--- config.mk ---
export PLATFORM = sky130hd
export DESIGN_NAME = ysyx_041514_if_fetch
export DESIGN_NICKNAME = d
export VERILOG_FILES = /design/src/rtl/ysyx_041514_if_fetch_pkg.sv /design/src/rtl/ysyx_041514_if_linebuf.sv /design/src/rtl/ysyx_041514_if_fetch.sv
export SDC_FILE = /design/constraint.sdc
export NUM_CORES = 1
export LEC_CHECK = 0
export BUFFER_PORTS_ARGS = -buffer_cell sky130_fd_sc_hd__buf_2
export CORE_AREA = 2 2 88 90
export CTS_BUF_LIST = sky130_fd_sc_hd__clkbuf_8
export DETAILED_ROUTE_END_ITERATION = 12
export DIE_AREA = 0 0 90 92
export GPL_ROUTABILITY_DRIVEN = 0
export PLACE_DENSITY = 0.85
export SYNTH_ARGS = -nofsm -noshare
export SYNTH_HDL_FRONTEND = slang
export SYNTH_SLANG_ARGS = --single-unit
--- constraint.sdc ---
create_clock -name clk -period 4.75 [get_ports clk]
set_input_delay 1.425 -clock clk [delete_from_list [all_inputs] [get_ports clk]]
set_output_delay 1.425 -clock clk [all_outputs]
set_load 0.01 [all_outputs]
--- src/rtl/ysyx_041514_if_fetch_pkg.sv ---
// Shared definitions for the IF fetch responder: FSM encodings, control-bus
// bit positions and the PC reset address.
package ysyx_041514_if_fetch_pkg;

  typedef enum logic [1:0] {
    YSYX_041514_IF_IDLE = 2'd0,
    YSYX_041514_IF_ADDR = 2'd1,
    YSYX_041514_IF_DATA = 2'd2,
    YSYX_041514_IF_HOLD = 2'd3
  } if_state_e;

  localparam int CTRLBUS_W  = 6;
  localparam int CTRLBUS_IF = 1;

  localparam logic [31:0] PC_RESET_ADDR = 32'h8000_0000;

endpackage

--- src/rtl/ysyx_041514_if_linebuf.sv ---
// One-entry line buffer: last fetched bus beat, its tag and a valid bit.
// Invalidation wins over a refill in the same cycle, and an invalidate also
// masks a hit in that cycle so a fence.i always forces a miss.
module ysyx_041514_if_linebuf #(
  parameter int TAG_W  = 29,
  parameter int DATA_W = 64
) (
  input  logic              clk,
  input  logic              rst,
  input  logic [TAG_W-1:0]  lookup_tag_i,
  output logic              hit_o,
  output logic [DATA_W-1:0] rdata_o,
  input  logic              refill_i,
  input  logic [TAG_W-1:0]  refill_tag_i,
  input  logic [DATA_W-1:0] refill_data_i,
  input  logic              inval_i
);

  logic              valid_q;
  logic [TAG_W-1:0]  tag_q;
  logic [DATA_W-1:0] data_q;

  // Entry storage: invalidate has priority over refill.
  always_ff @(posedge clk or negedge rst) begin
    if (!rst) begin
      valid_q <= 1'b0;
      tag_q   <= '0;
      data_q  <= '0;
    end else if (inval_i) begin
      valid_q <= 1'b0;
    end else if (refill_i) begin
      valid_q <= 1'b1;
      tag_q   <= refill_tag_i;
      data_q  <= refill_data_i;
    end
  end

  // Lookup compare.
  always_comb begin
    hit_o   = valid_q & (tag_q == lookup_tag_i) & ~inval_i;
    rdata_o = data_q;
  end

endmodule

--- src/rtl/ysyx_041514_if_fetch.sv ---
// IF-side instruction fetch responder. Accepts fetch addresses from the PC
// register, performs at most one bus read at a time, and presents the
// selected 32-bit instruction with its PC to IF/ID. Responses belonging to
// flushed fetches are discarded via the drop flag.
// Optional feature: define YSYX_041514_IF_LINEBUF_EN to add a one-entry
// line buffer that serves repeat hits to the same 8-byte beat without a bus
// access.
module ysyx_041514_if_fetch
  import ysyx_041514_if_fetch_pkg::*;
#(
  parameter int ADDR_W = 32,
  parameter int BUS_W  = 64
) (
  input  logic                 clk,
  input  logic                 rst,
  input  logic                 read_req_i,
  input  logic [ADDR_W-1:0]    pc_next_i,
  input  logic [CTRLBUS_W-1:0] stall_valid_i,
  input  logic [CTRLBUS_W-1:0] flush_valid_i,
  input  logic                 fencei_i,
  output logic                 mem_req_o,
  output logic [ADDR_W-1:0]    mem_addr_o,
  input  logic                 mem_gnt_i,
  input  logic                 mem_rvalid_i,
  input  logic [BUS_W-1:0]     mem_rdata_i,
  output logic                 inst_valid_o,
  output logic [31:0]          inst_o,
  output logic [ADDR_W-1:0]    inst_pc_o,
  output logic                 inst_misalign_o,
  output logic                 if_busy_o
);

  if_state_e         state_q, state_d;
  logic              drop_q, drop_d;
  logic [ADDR_W-1:0] req_pc_q;
  logic [31:0]       inst_q;
  logic              misalign_q;

  logic        stall_if, flush_if;
  logic        accept_ok, accept, misalign_req;
  logic        beat_done, beat_drop;
  logic [31:0] rdata_word;
  logic        lb_hit;
  logic [31:0] lb_word;

  assign stall_if     = stall_valid_i[CTRLBUS_IF];
  assign flush_if     = flush_valid_i[CTRLBUS_IF];
  assign misalign_req = (pc_next_i[1:0] != 2'b00);

  // A new request is considered only when idle or when a held instruction is
  // being consumed; a flush in the same cycle always rejects it.
  assign accept_ok = (state_q == YSYX_041514_IF_IDLE) |
                     ((state_q == YSYX_041514_IF_HOLD) & ~stall_if);
  assign accept    = accept_ok & read_req_i & ~stall_if & ~flush_if;

  assign beat_done  = (state_q == YSYX_041514_IF_DATA) & mem_rvalid_i;
  assign beat_drop  = beat_done & (drop_q | flush_if);
  assign rdata_word = req_pc_q[2] ? mem_rdata_i[63:32] : mem_rdata_i[31:0];

`ifdef YSYX_041514_IF_LINEBUF_EN
  logic          lb_hit_raw;
  logic [63:0]   lb_data;

  ysyx_041514_if_linebuf #(
    .TAG_W  (ADDR_W - 3),
    .DATA_W (64)
  ) u_linebuf (
    .clk           (clk),
    .rst           (rst),
    .lookup_tag_i  (pc_next_i[ADDR_W-1:3]),
    .hit_o         (lb_hit_raw),
    .rdata_o       (lb_data),
    .refill_i      (beat_done & ~beat_drop),
    .refill_tag_i  (req_pc_q[ADDR_W-1:3]),
    .refill_data_i (mem_rdata_i[63:0]),
    .inval_i       (fencei_i | beat_drop)
  );

  assign lb_hit  = lb_hit_raw & ~misalign_req;
  assign lb_word = pc_next_i[2] ? lb_data[63:32] : lb_data[31:0];
`else
  assign lb_hit  = 1'b0;
  assign lb_word = 32'h0;
`endif

  logic unused_bits;
  assign unused_bits = ^{fencei_i, stall_valid_i, flush_valid_i, mem_rdata_i, lb_word};

  // State and drop-flag registers.
  always_ff @(posedge clk or negedge rst) begin
    if (!rst) begin
      state_q <= YSYX_041514_IF_IDLE;
      drop_q  <= 1'b0;
    end else begin
      state_q <= state_d;
      drop_q  <= drop_d;
    end
  end

  // Next-state and drop-flag logic.
  always_comb begin
    state_d = state_q;
    drop_d  = drop_q;
    case (state_q)
      YSYX_041514_IF_IDLE: begin
        if (accept)
          state_d = (misalign_req | lb_hit) ? YSYX_041514_IF_HOLD : YSYX_041514_IF_ADDR;
      end
      YSYX_041514_IF_ADDR: begin
        if (flush_if) drop_d = 1'b1;
        if (mem_gnt_i) state_d = YSYX_041514_IF_DATA;
      end
      YSYX_041514_IF_DATA: begin
        if (flush_if) drop_d = 1'b1;
        if (mem_rvalid_i) begin
          drop_d  = 1'b0;
          state_d = beat_drop ? YSYX_041514_IF_IDLE : YSYX_041514_IF_HOLD;
        end
      end
      YSYX_041514_IF_HOLD: begin
        if (flush_if)
          state_d = YSYX_041514_IF_IDLE;
        else if (!stall_if) begin
          if (accept)
            state_d = (misalign_req | lb_hit) ? YSYX_041514_IF_HOLD : YSYX_041514_IF_ADDR;
          else
            state_d = YSYX_041514_IF_IDLE;
        end
      end
      default: state_d = YSYX_041514_IF_IDLE;
    endcase
  end

  // Outputs decoded from state; no combinational path from the bus inputs.
  always_comb begin
    mem_req_o       = (state_q == YSYX_041514_IF_ADDR);
    if_busy_o       = (state_q == YSYX_041514_IF_ADDR) | (state_q == YSYX_041514_IF_DATA);
    inst_valid_o    = (state_q == YSYX_041514_IF_HOLD);
    inst_misalign_o = misalign_q & (state_q == YSYX_041514_IF_HOLD);
    mem_addr_o      = {req_pc_q[ADDR_W-1:3], 3'b000};
    inst_o          = inst_q;
    inst_pc_o       = req_pc_q;
  end

  // Request PC and instruction capture.
  always_ff @(posedge clk or negedge rst) begin
    if (!rst) begin
      req_pc_q   <= '0;
      inst_q     <= '0;
      misalign_q <= 1'b0;
    end else if (accept) begin
      req_pc_q   <= pc_next_i;
      misalign_q <= misalign_req;
      if (misalign_req)
        inst_q <= 32'h0;
      else if (lb_hit)
        inst_q <= lb_word;
    end else if (beat_done & ~beat_drop) begin
      inst_q <= rdata_word;
    end
  end

endmodule

==> results of run 1 <==
## cell type report
type                       count  area (um^2)  area share
multi-input combinational    158         1314      0.3009
timing repair buffer         202         1018      0.2333
clock inverter                 5        46.29     0.01060
inverter                       5        18.77    0.004299
tap                          102        127.6     0.02923
clock buffer                  10        137.6     0.03153
sequential                    68         1703      0.3901
## logic make-up after synthesis
logic type               synth area share
flip-flops                         0.5000
multiplexers                       0.2107
buffers and inverters              0.1162
AND/OR/NAND/NOR                   0.06397
AO/OA/AOI/OAI                     0.08971
adder cells (fa/ha/maj)           0.01838
other                            0.001102
## cells in the mapped netlist
cell type  instances
dfrtp_1           68
buf_4             34
mux2_2            33
mux2i_1           33
a21o_1            32
nor3_1            32
buf_6              8
ha_1               5
inv_1              5
a21oi_1            4
buf_2              4
clkbuf_1           3
nor2_1             3
nand2_1            2
nand3b_1           2
a31oi_1            1
a32o_1             1
and2_1             1
conb_1             1
mux2_4             1
nand3_1            1
nor3b_2            1
o21a_4             1
o21ai_0            1
o221ai_1           1
## registers in the layout (all words and copies together) (netlist names)
signal and flops:
drop_q 1, inst_o 32, misalign_q 1, state_q 2
inst_pc_o 32
## power by group
part	internal, W	switching [W]	total (W)
clock network	0.000248	0.000202	0.000449
registers	0.000843	0.000226	0.00107
logic	0.000613	0.000569	0.00118
total	0.00170	0.000996	0.00270
## stage by stage
stage	hold slack, ps	utilization	worst slack (ps)
floorplan	486.7	-	2132
global placement	454.3	0.5615	1506
detailed placement	459.9	0.5615	1469
CTS	475.5	0.5862	1684
global route	488.3	0.5862	1620
finish	470.8	0.5862	1728
## metal layers
| layer | vias up | GRT usage |
|---|---|---|
| met5 | - | 0 |
| met4 | 0 | 0.08077 |
| met3 | 11 | 0.05916 |
| met2 | 140 | 0.3321 |
| met1 | 1283 | 0.2283 |
| li1 | 1278 | - |
## cells in the final DEF (no fill, tap or decap), types with 3 or more instances in the layout
cell type    n
mux2i_1     33
buf_4        3
conb_1       3
inv_1        8
clkbuf_8    10
buf_2      199
ha_1         5
nor2_1       3
a21oi_1      4
mux2_2      33
nor3_1      32
dfrtp_1     67
a21o_1      32
## final timing paths
kind                              start       endpoint  slack (ps)
max                        inst_pc_o[2]   inst_pc_o[2]        1730
min                          inst_o[27]     inst_o[27]         470
max reg2reg                  state_q[0]  inst_pc_o[21]        2590
min reg2reg                  inst_o[27]     inst_o[27]         470
max in group asynchronous           rst      inst_o[6]        2670
min in group asynchronous           rst     inst_o[13]        1160
==> metrics.yaml, run 1 <==
routing:
  routedWlPerCell_um: 14.36
  wl_met2_mm: 3.856
  detail-route-antenna-nets: 0
  first_pass_iters: 4
  via_count: 2712
  routed-wl-met3_um: 713
  via_per_inst: 4.931
  met1_length_mm: 3.230
  top_layer_used: "met4"
  wl_mm: 7.897
  initialDrtViolationCount: 62
  drc: 0
synth:
  yosysTopAreaCell: "dfrtp_1"
  avgSynthCellArea_um2: 12.24
  synth_seq_cells: 68
  ys.warnings.count: 0
  yosysTopAreaCellShare: 0.5000
  synth.distinct_cells: 25
  yosysSeqAreaShare: 0.5000
  synth_area_leaders: "dfrtp_1, mux2_2, mux2i_1"
  synth_area_um2: 3403
  syn_inst: 278
setup_path:
  cp_num_buf_inv: 1
  worst_path_largest_cell_delay_ps: 990
  worst-path-max-fanout: 34
  required_ps: 3320
  crit_family: "flip-flops"
  critical_path_class: "reg -> out"
  crit_slowest_cell: "dfrtp_2"
  path_depth: 1
  crit_path_end_kind: "output port"
  crit_chain: "buf_2"
  arrival_ps: 1600
  rr_worst_depth: 5
  start_kind: "register"
clocking:
  post_cts_resized: 0
  tritoncts: "done"
  clk_pin_slew_ps: 60
  cts_root_buf: "clkbuf_8"
  cts_setup_buffers: 0
  cts_made_buffers: 9
  worstSkewPairLatency_ps: 330
  cts_htree_levels: 3
  ctsHoldBuffers: 0
  cts.sinks: 68
  cts.path.max_buffers: 2
die:
  start_util: 0.4570
  die_y_um: 92
  core_um2: 7447
  dieArea_um2: 8280
  die_x_um: 90
  rows: 32
  pin_count: 214
layout:
  drive_above_1_share: 0.5603
  final_nets: 563
  antenna_cells: 0
  fillers: 635
  fin_cells: 550
  syn2layout_area_growth_pct: 28.27
  final_area_um2: 4365
run:
  maxCapViolations: 0
global_route:
  antenna_found_initial: 0
  grt_start_max_net_pins: 37
  first_global_vias: 2619
  grtUsageTotal: 0.1943
  grt_pass1_wl_mm: 12.70
  gr-total-overflow: 0
sta:
  slew_headroom: 0.3662
  rsz0062_at_grt: "no"
  fin_crit_sh: 0.6362
  tightest_slew_ps: 950.6
  period_needed_ps: 3022
  clock_skew_ps: 8.936
  setup_tns_ps: 0
  finalSetupViolCount: 0
  fmax_mhz: 330.9
  slew_viol_final: 0
  final-hold-violation-count: 0
power:
  power.leakage_nw: 2.575
  power_density_nw_per_um2: 618.5
  power.total_w: 0.002700
  peakVddDrop_v: 0.0003889
run_status:
  status: "complete, no violations"
placement:
  dpl-instance-area_um2: 4182
  io_buffers: 199
  dp_hpwl_mm: 5.795
  dp_cells: 535
hold_path:
  hold_path_class: "reg -> reg"
  hold_depth: 1
(Power assumes the default switching activity.)
==> run 2: changes to the inputs <==
--- a/config.mk
+++ b/config.mk
@@ -6,12 +6,12 @@
 export NUM_CORES = 1
 export LEC_CHECK = 0
 export BUFFER_PORTS_ARGS = -buffer_cell sky130_fd_sc_hd__buf_2
-export CORE_AREA = 2 2 88 90
+export CORE_AREA = 2 2 91 93
 export CTS_BUF_LIST = sky130_fd_sc_hd__clkbuf_8
 export DETAILED_ROUTE_END_ITERATION = 12
-export DIE_AREA = 0 0 90 92
+export DIE_AREA = 0 0 93 95
 export GPL_ROUTABILITY_DRIVEN = 0
-export PLACE_DENSITY = 0.85
+export PLACE_DENSITY = 0.8
 export SYNTH_ARGS = -nofsm -noshare
 export SYNTH_HDL_FRONTEND = slang
 export SYNTH_SLANG_ARGS = --single-unit
==> constraint.sdc (replaced) <==
create_clock -name clk -period 2.9 [get_ports clk]
set_input_delay 0.87 -clock clk [delete_from_list [all_inputs] [get_ports clk]]
set_output_delay 0.87 -clock clk [all_outputs]
set_load 0.01 [all_outputs]
==> run 2 against run 1 <==
  * Clock-buffer cell count fell by 1
  * Die area rose by 6.7%
  * Sequential power rose by 58%
  * Highest routed layer unchanged
  * Final area rose by 2.0%
  * Register-to-register slack got worse by 1500 ps
  * Non-clock buffer count rose by 2
==> metrics.yaml, run 2 (synthesis results as in run 1) <==
setup_path:
  r2r_slack_ps: 1100  # -1490 ps
  r2r_end: "inst_o[8]"
  critical_path_class: "reg -> out"
  worst-path-max-fanout: 6  # -82%
  arrival_ps: 1390  # -210 ps
  crit_path_end_kind: "output port"
  reg2reg_from: "state_q[0]"
  required_ps: 2030  # -1290 ps
  rr_worst_depth: 5  # unchanged
  start_kind: "register"
die:
  core_um2: 7928  # +6.5%
  die_x_um: 93  # +3.3%
  dieArea_um2: 8835  # +6.7%
  rows: 33  # +3.1%
  die_y_um: 95  # +3.3%
  pin_count: 214  # unchanged
  start_util: 0.4293  # -0.02770
sta:
  rsz0062_at_grt: "no"
  setup_tns_ps: 0  # unchanged
  slew_viol_final: 0  # unchanged
  fin_crit_sh: 0.7778
  fmax_mhz: 443.3
  clock_skew_ps: 12.33  # +3.391 ps
  final-hold-violation-count: 0  # unchanged
  period_needed_ps: 2256
  finalSetupViolCount: 0  # unchanged
clocking:
  cts_setup_buffers: 0  # unchanged
  cts_made_buffers: 9  # unchanged
  cts.sinks: 68  # unchanged
  post_cts_resized: 0  # unchanged
  cts.path.max_buffers: 2  # unchanged
  cts_root_buf: "clkbuf_8"
  cts_htree_levels: 3  # unchanged
  worstSkewPairLatency_ps: 340  # about the same
  ctsHoldBuffers: 0  # unchanged
  clk_pin_slew_ps: 80  # +20 ps
  tritoncts: "done"
routing:
  first_pass_iters: 4  # unchanged
  drc: 0  # unchanged
  routedWlPerCell_um: 14.31  # -0.33%
  via_per_inst: 4.908  # -0.46%
  via_count: 2729  # +0.63%
  detail-route-antenna-nets: 0  # unchanged
  wl_mm: 7.957  # +0.76%
  initialDrtViolationCount: 20  # -68%
power:
  power.internal_w: 0.002958  # +74%
  pwr-share-clk: 0.201  # +0.035
  power_frac_comb: 0.434  # -0.004
  power_density_nw_per_um2: 1039  # +68%
  switching_share: 0.3605  # -0.008456
  power.total_w: 0.004626  # +71%
  p_seq_frac: 0.365  # -0.031
  peakVddDrop_v: 0.0006412  # +65%
  power.leakage_nw: 2.606  # +1.2%
  switchingPower_w: 0.001668  # +67%
hold_path:
  hold_path_class: "in -> async"
layout:
  final_common_cell: "buf_2"
  antenna_cells: 0  # unchanged
  final_nets: 565  # +0.36%
  drive_above_1_share: 0.5676  # +0.007360
  final_cell_mix: "buf_2, dfrtp_1, mux2i_1, mux2_2"
  syn2layout_area_growth_pct: 30.85
global_route:
  gr-total-overflow: 0  # unchanged
  antenna_found_initial: 0  # unchanged
  grtUsageTotal: 0.1784  # -0.01587
  grt_start_max_net_pins: 67  # +81%
  first_global_vias: 2675  # +2.1%
  grt_pass1_wl_mm: 12.20  # -3.9%
run_status:
  status: "complete, no violations"
placement:
  dp_hpwl_mm: 5.865  # +1.2%
  io_buffers: 199  # unchanged
run:
  maxCapViolations: 0  # unchanged
[run 2: cell count changes in the layout (fill, tap and decap cells not counted), sizes merged]
cell and delta:
buf +2, bufinv +2, clkbuf -1, clkinv +2
inv -2
[run 2: metal layers]
metal / share of wire / vias to the layer above / global-route usage
li1: - / 1280 / -
met1: 0.38 / 1308 / 0.1863
met2: 0.52 / 129 / 0.3327
met3: 0.085 / 12 / 0.05587
met4: 0.015 / 0 / 0.07108
met5: 0 / - / 0
[run 2: worst max path at each step]
stage / slack [ps] / cells past startpoint / start / endpoint
floorplan: 840 / 5 / stall_valid_i[1] / inst_o[0]
global placement: 610 / 5 / flush_valid_i[1] / inst_o[0]
detailed placement: 580 / 5 / flush_valid_i[1] / inst_pc_o[25]
CTS: 620 / 3 / state_q[0] / inst_misalign_o
global route: 550 / 3 / state_q[0] / inst_misalign_o
finish: 640 / 3 / state_q[0] / inst_misalign_o
[run 2: area by class of cell]
| class | count | area (um^2) |
|---|---|---|
| well taps | 105 | 131.4 |
| clock inverters | 7 | 116.4 |
| inverters | 5 | 18.77 |
| clock buffers | 9 | 123.9 |
| multi-input cells | 158 | 1314 |
| fillers | 712 | 3475 |
| flip-flops and latches | 68 | 1703 |
| repair buffers | 204 | 1046 |
[run 2: worst max-delay path: stages (launching register included)]
cell,delay (ps)
dfrtp_1,420
ha_1,310
and2_1,180
buf_2,130
[run 2: power by group through the flow]
stage | clock (W) | sequential (W) | combinational, W
floorplan | 0 | 0.00184 | 0.00130
finish | 0.000930 | 0.00169 | 0.00201
global route | 0.000993 | 0.00175 | 0.00217
detailed placement | 0 | 0.00170 | 0.00204
global placement | 0 | 0.00167 | 0.00199
CTS | 0.000958 | 0.00169 | 0.00205
[run 2: per-stage QoR]
stage          hold slack, ps  cell area (um^2)  utilization  instances  worst slack [ps]
2_1_floorplan           486.7              3411            -        280             836.9
3_3_place_gp            454.7              4213       0.5314        540             614.6
3_5_place_dp            460.0              4213       0.5314        540             579.7
4_1_cts                 388.6              4453       0.5617        556             619.2
5_1_grt                 401.6              4453       0.5617        556             547.9
6_report                403.8              4453       0.5617        556             644.4
==> run 3: changes to the inputs <==
==> constraint.sdc (replaced) <==
create_clock -name clk -period 2.25 [get_ports clk]
set_input_delay 0.675 -clock clk [delete_from_list [all_inputs] [get_ports clk]]
set_output_delay 0.675 -clock clk [all_outputs]
set_load 0.01 [all_outputs]
==> run 3 against run 2 <==
  * Largest power group unchanged
  * Sequential power grew 29%
  * First-iteration DRC count increased to 4.2 times the previous value
  * Register-to-register slack got worse by 640 ps
  * Worst setup slack worse by 420 ps
  * Combinational power increased by 30%
==> metrics.yaml, run 3 (synthesis results as in run 1) <==
run_status:
  status: "complete, no violations"
power:
  power_density_nw_per_um2: 1334  # +28%
  peakVddDrop_v: 0.0007593  # +18%
  power.leakage_nw: 2.616  # +0.36%
  power.total_w: 0.005972  # +29%
layout:
  fillers: 696  # -2.2%
  final_common_cell: "buf_2"
  final_nets: 565  # unchanged
  antenna_cells: 0  # unchanged
  final_cell_mix: "buf_2, dfrtp_1, mux2i_1, mux2_2"
  drive_above_1_share: 0.5676  # unchanged
  fin_cells: 556  # unchanged
  syn2layout_area_growth_pct: 31.58
clocking:
  tritoncts: "done"
  cts.sinks: 68  # unchanged
  cts_made_buffers: 9  # unchanged
  cts_root_buf: "clkbuf_8"
  worstSkewPairLatency_ps: 330  # about the same
  ctsHoldBuffers: 0  # unchanged
  cts_htree_levels: 3  # unchanged
  post_cts_resized: 0  # unchanged
  clk_pin_slew_ps: 70  # about the same
  cts.path.max_buffers: 2  # unchanged
  cts_setup_buffers: 0  # unchanged
global_route:
  antenna_found_initial: 0  # unchanged
  gr-total-overflow: 0  # unchanged
  grt_start_max_net_pins: 69  # +3.0%
  first_global_vias: 2609  # -2.5%
  grtUsageTotal: 0.1725  # -0.005868
  grt_pass1_wl_mm: 11.94  # -2.1%
setup_path:
  required_ps: 1570  # -460 ps
  critical_path_class: "reg -> out"
  arrival_ps: 1350  # -40 ps
  crit_path_end_kind: "output port"
  worst-path-max-fanout: 6  # unchanged
  start_kind: "register"
routing:
  routedWlPerCell_um: 14.02  # -2.1%
  routed-wl-met3_um: 674  # unchanged
  wl_met2_mm: 3.956  # -5.0%
  drc: 0  # unchanged
  via_count: 2703  # -0.95%
  first_pass_iters: 4  # unchanged
  met1_length_mm: 3.059  # +2.1%
  via_per_inst: 4.862  # -0.95%
  initialDrtViolationCount: 84  # +320%
  wl_mm: 7.793  # -2.1%
  top_layer_used: "met4"
  detail-route-antenna-nets: 0  # unchanged
die:
  start_util: 0.4293  # unchanged
  core_um2: 7928  # unchanged
  dieArea_um2: 8835  # unchanged
  die_y_um: 95  # unchanged
  die_x_um: 93  # unchanged
  rows: 33  # unchanged
  pin_count: 214  # unchanged
sta:
  slew_viol_final: 0  # unchanged
  final-hold-violation-count: 0  # unchanged
  clock_skew_ps: 12.35  # +0.01930 ps
  finalSetupViolCount: 0  # unchanged
  setup_tns_ps: 0  # unchanged
  rsz0062_at_grt: "no"
  timing.hold.ws_ps: 354.3  # -49.56 ps
  period_needed_ps: 2023
  fin_crit_sh: 0.8992
  fmax_mhz: 494.3
placement:
  dp_hpwl_mm: 5.722  # -2.4%
  dp_cells: 540  # unchanged
  io_buffers: 199  # unchanged
hold_path:
  hold_path_class: "in -> async"
run:
  maxCapViolations: 0  # unchanged
[run 3: path summary, 6_finish.rpt]
| path | startpoint | end | slack (ps) | cells past startpoint |
|---|---|---|---|---|
| setup / recovery | state_q[0] | inst_misalign_o | 230 | 3 |
| min in group clk | inst_o[14] | inst_o[14] | 470 | 1 |
| hold / removal | rst | inst_o[13] | 350 | 2 |
| max in group asynchronous | rst | inst_pc_o[2] | 1600 | 2 |
| hold reg to reg | inst_o[14] | inst_o[14] | 470 | 1 |
| setup reg to reg | state_q[0] | inst_o[30] | 460 | 5 |
[run 3: worst max-delay path, cell delays in order (launching register included)]
cell and delay [ps]:
dfrtp_1 420, ha_1 300, and2_1 170, buf_2 140
[run 3: metal layers]
metal | vias up | track usage
li1 | 1275 | -
met1 | 1291 | 0.1969
met2 | 127 | 0.3104
met3 | 10 | 0.04150
met4 | 0 | 0.07108
met5 | - | 0
[run 3: power breakdown]
part           total, W  leakage (nW)  switching, W  internal [W]
Combinational   0.00261          1.63       0.00128       0.00132
Clock           0.00119         0.125      0.000456      0.000734
Sequential      0.00218         0.858      0.000395       0.00178
Total           0.00597          2.62       0.00213       0.00384
[run 3: final cells by class]
class | instances | area, um^2 | share of cell area
flip-flops and latches | 68 | 1703 | 0.3803
clock inverters | 7 | 116.4 | 0.02599
clock buffers | 9 | 123.9 | 0.02766
inverters | 5 | 18.77 | 0.004191
multi-input cells | 158 | 1314 | 0.2934
repair buffers | 204 | 1071 | 0.2392
well taps | 105 | 131.4 | 0.02934
[run 3: stage by stage]
stage	instance area, um^2	util	worst slack, ps
finish	4478	0.5649	226.8
global route	4478	0.5649	133.9
CTS	4478	0.5649	205.3
detailed placement	4238	0.5346	108.0
global placement	4238	0.5346	151.4
floorplan	3411	-	381.9
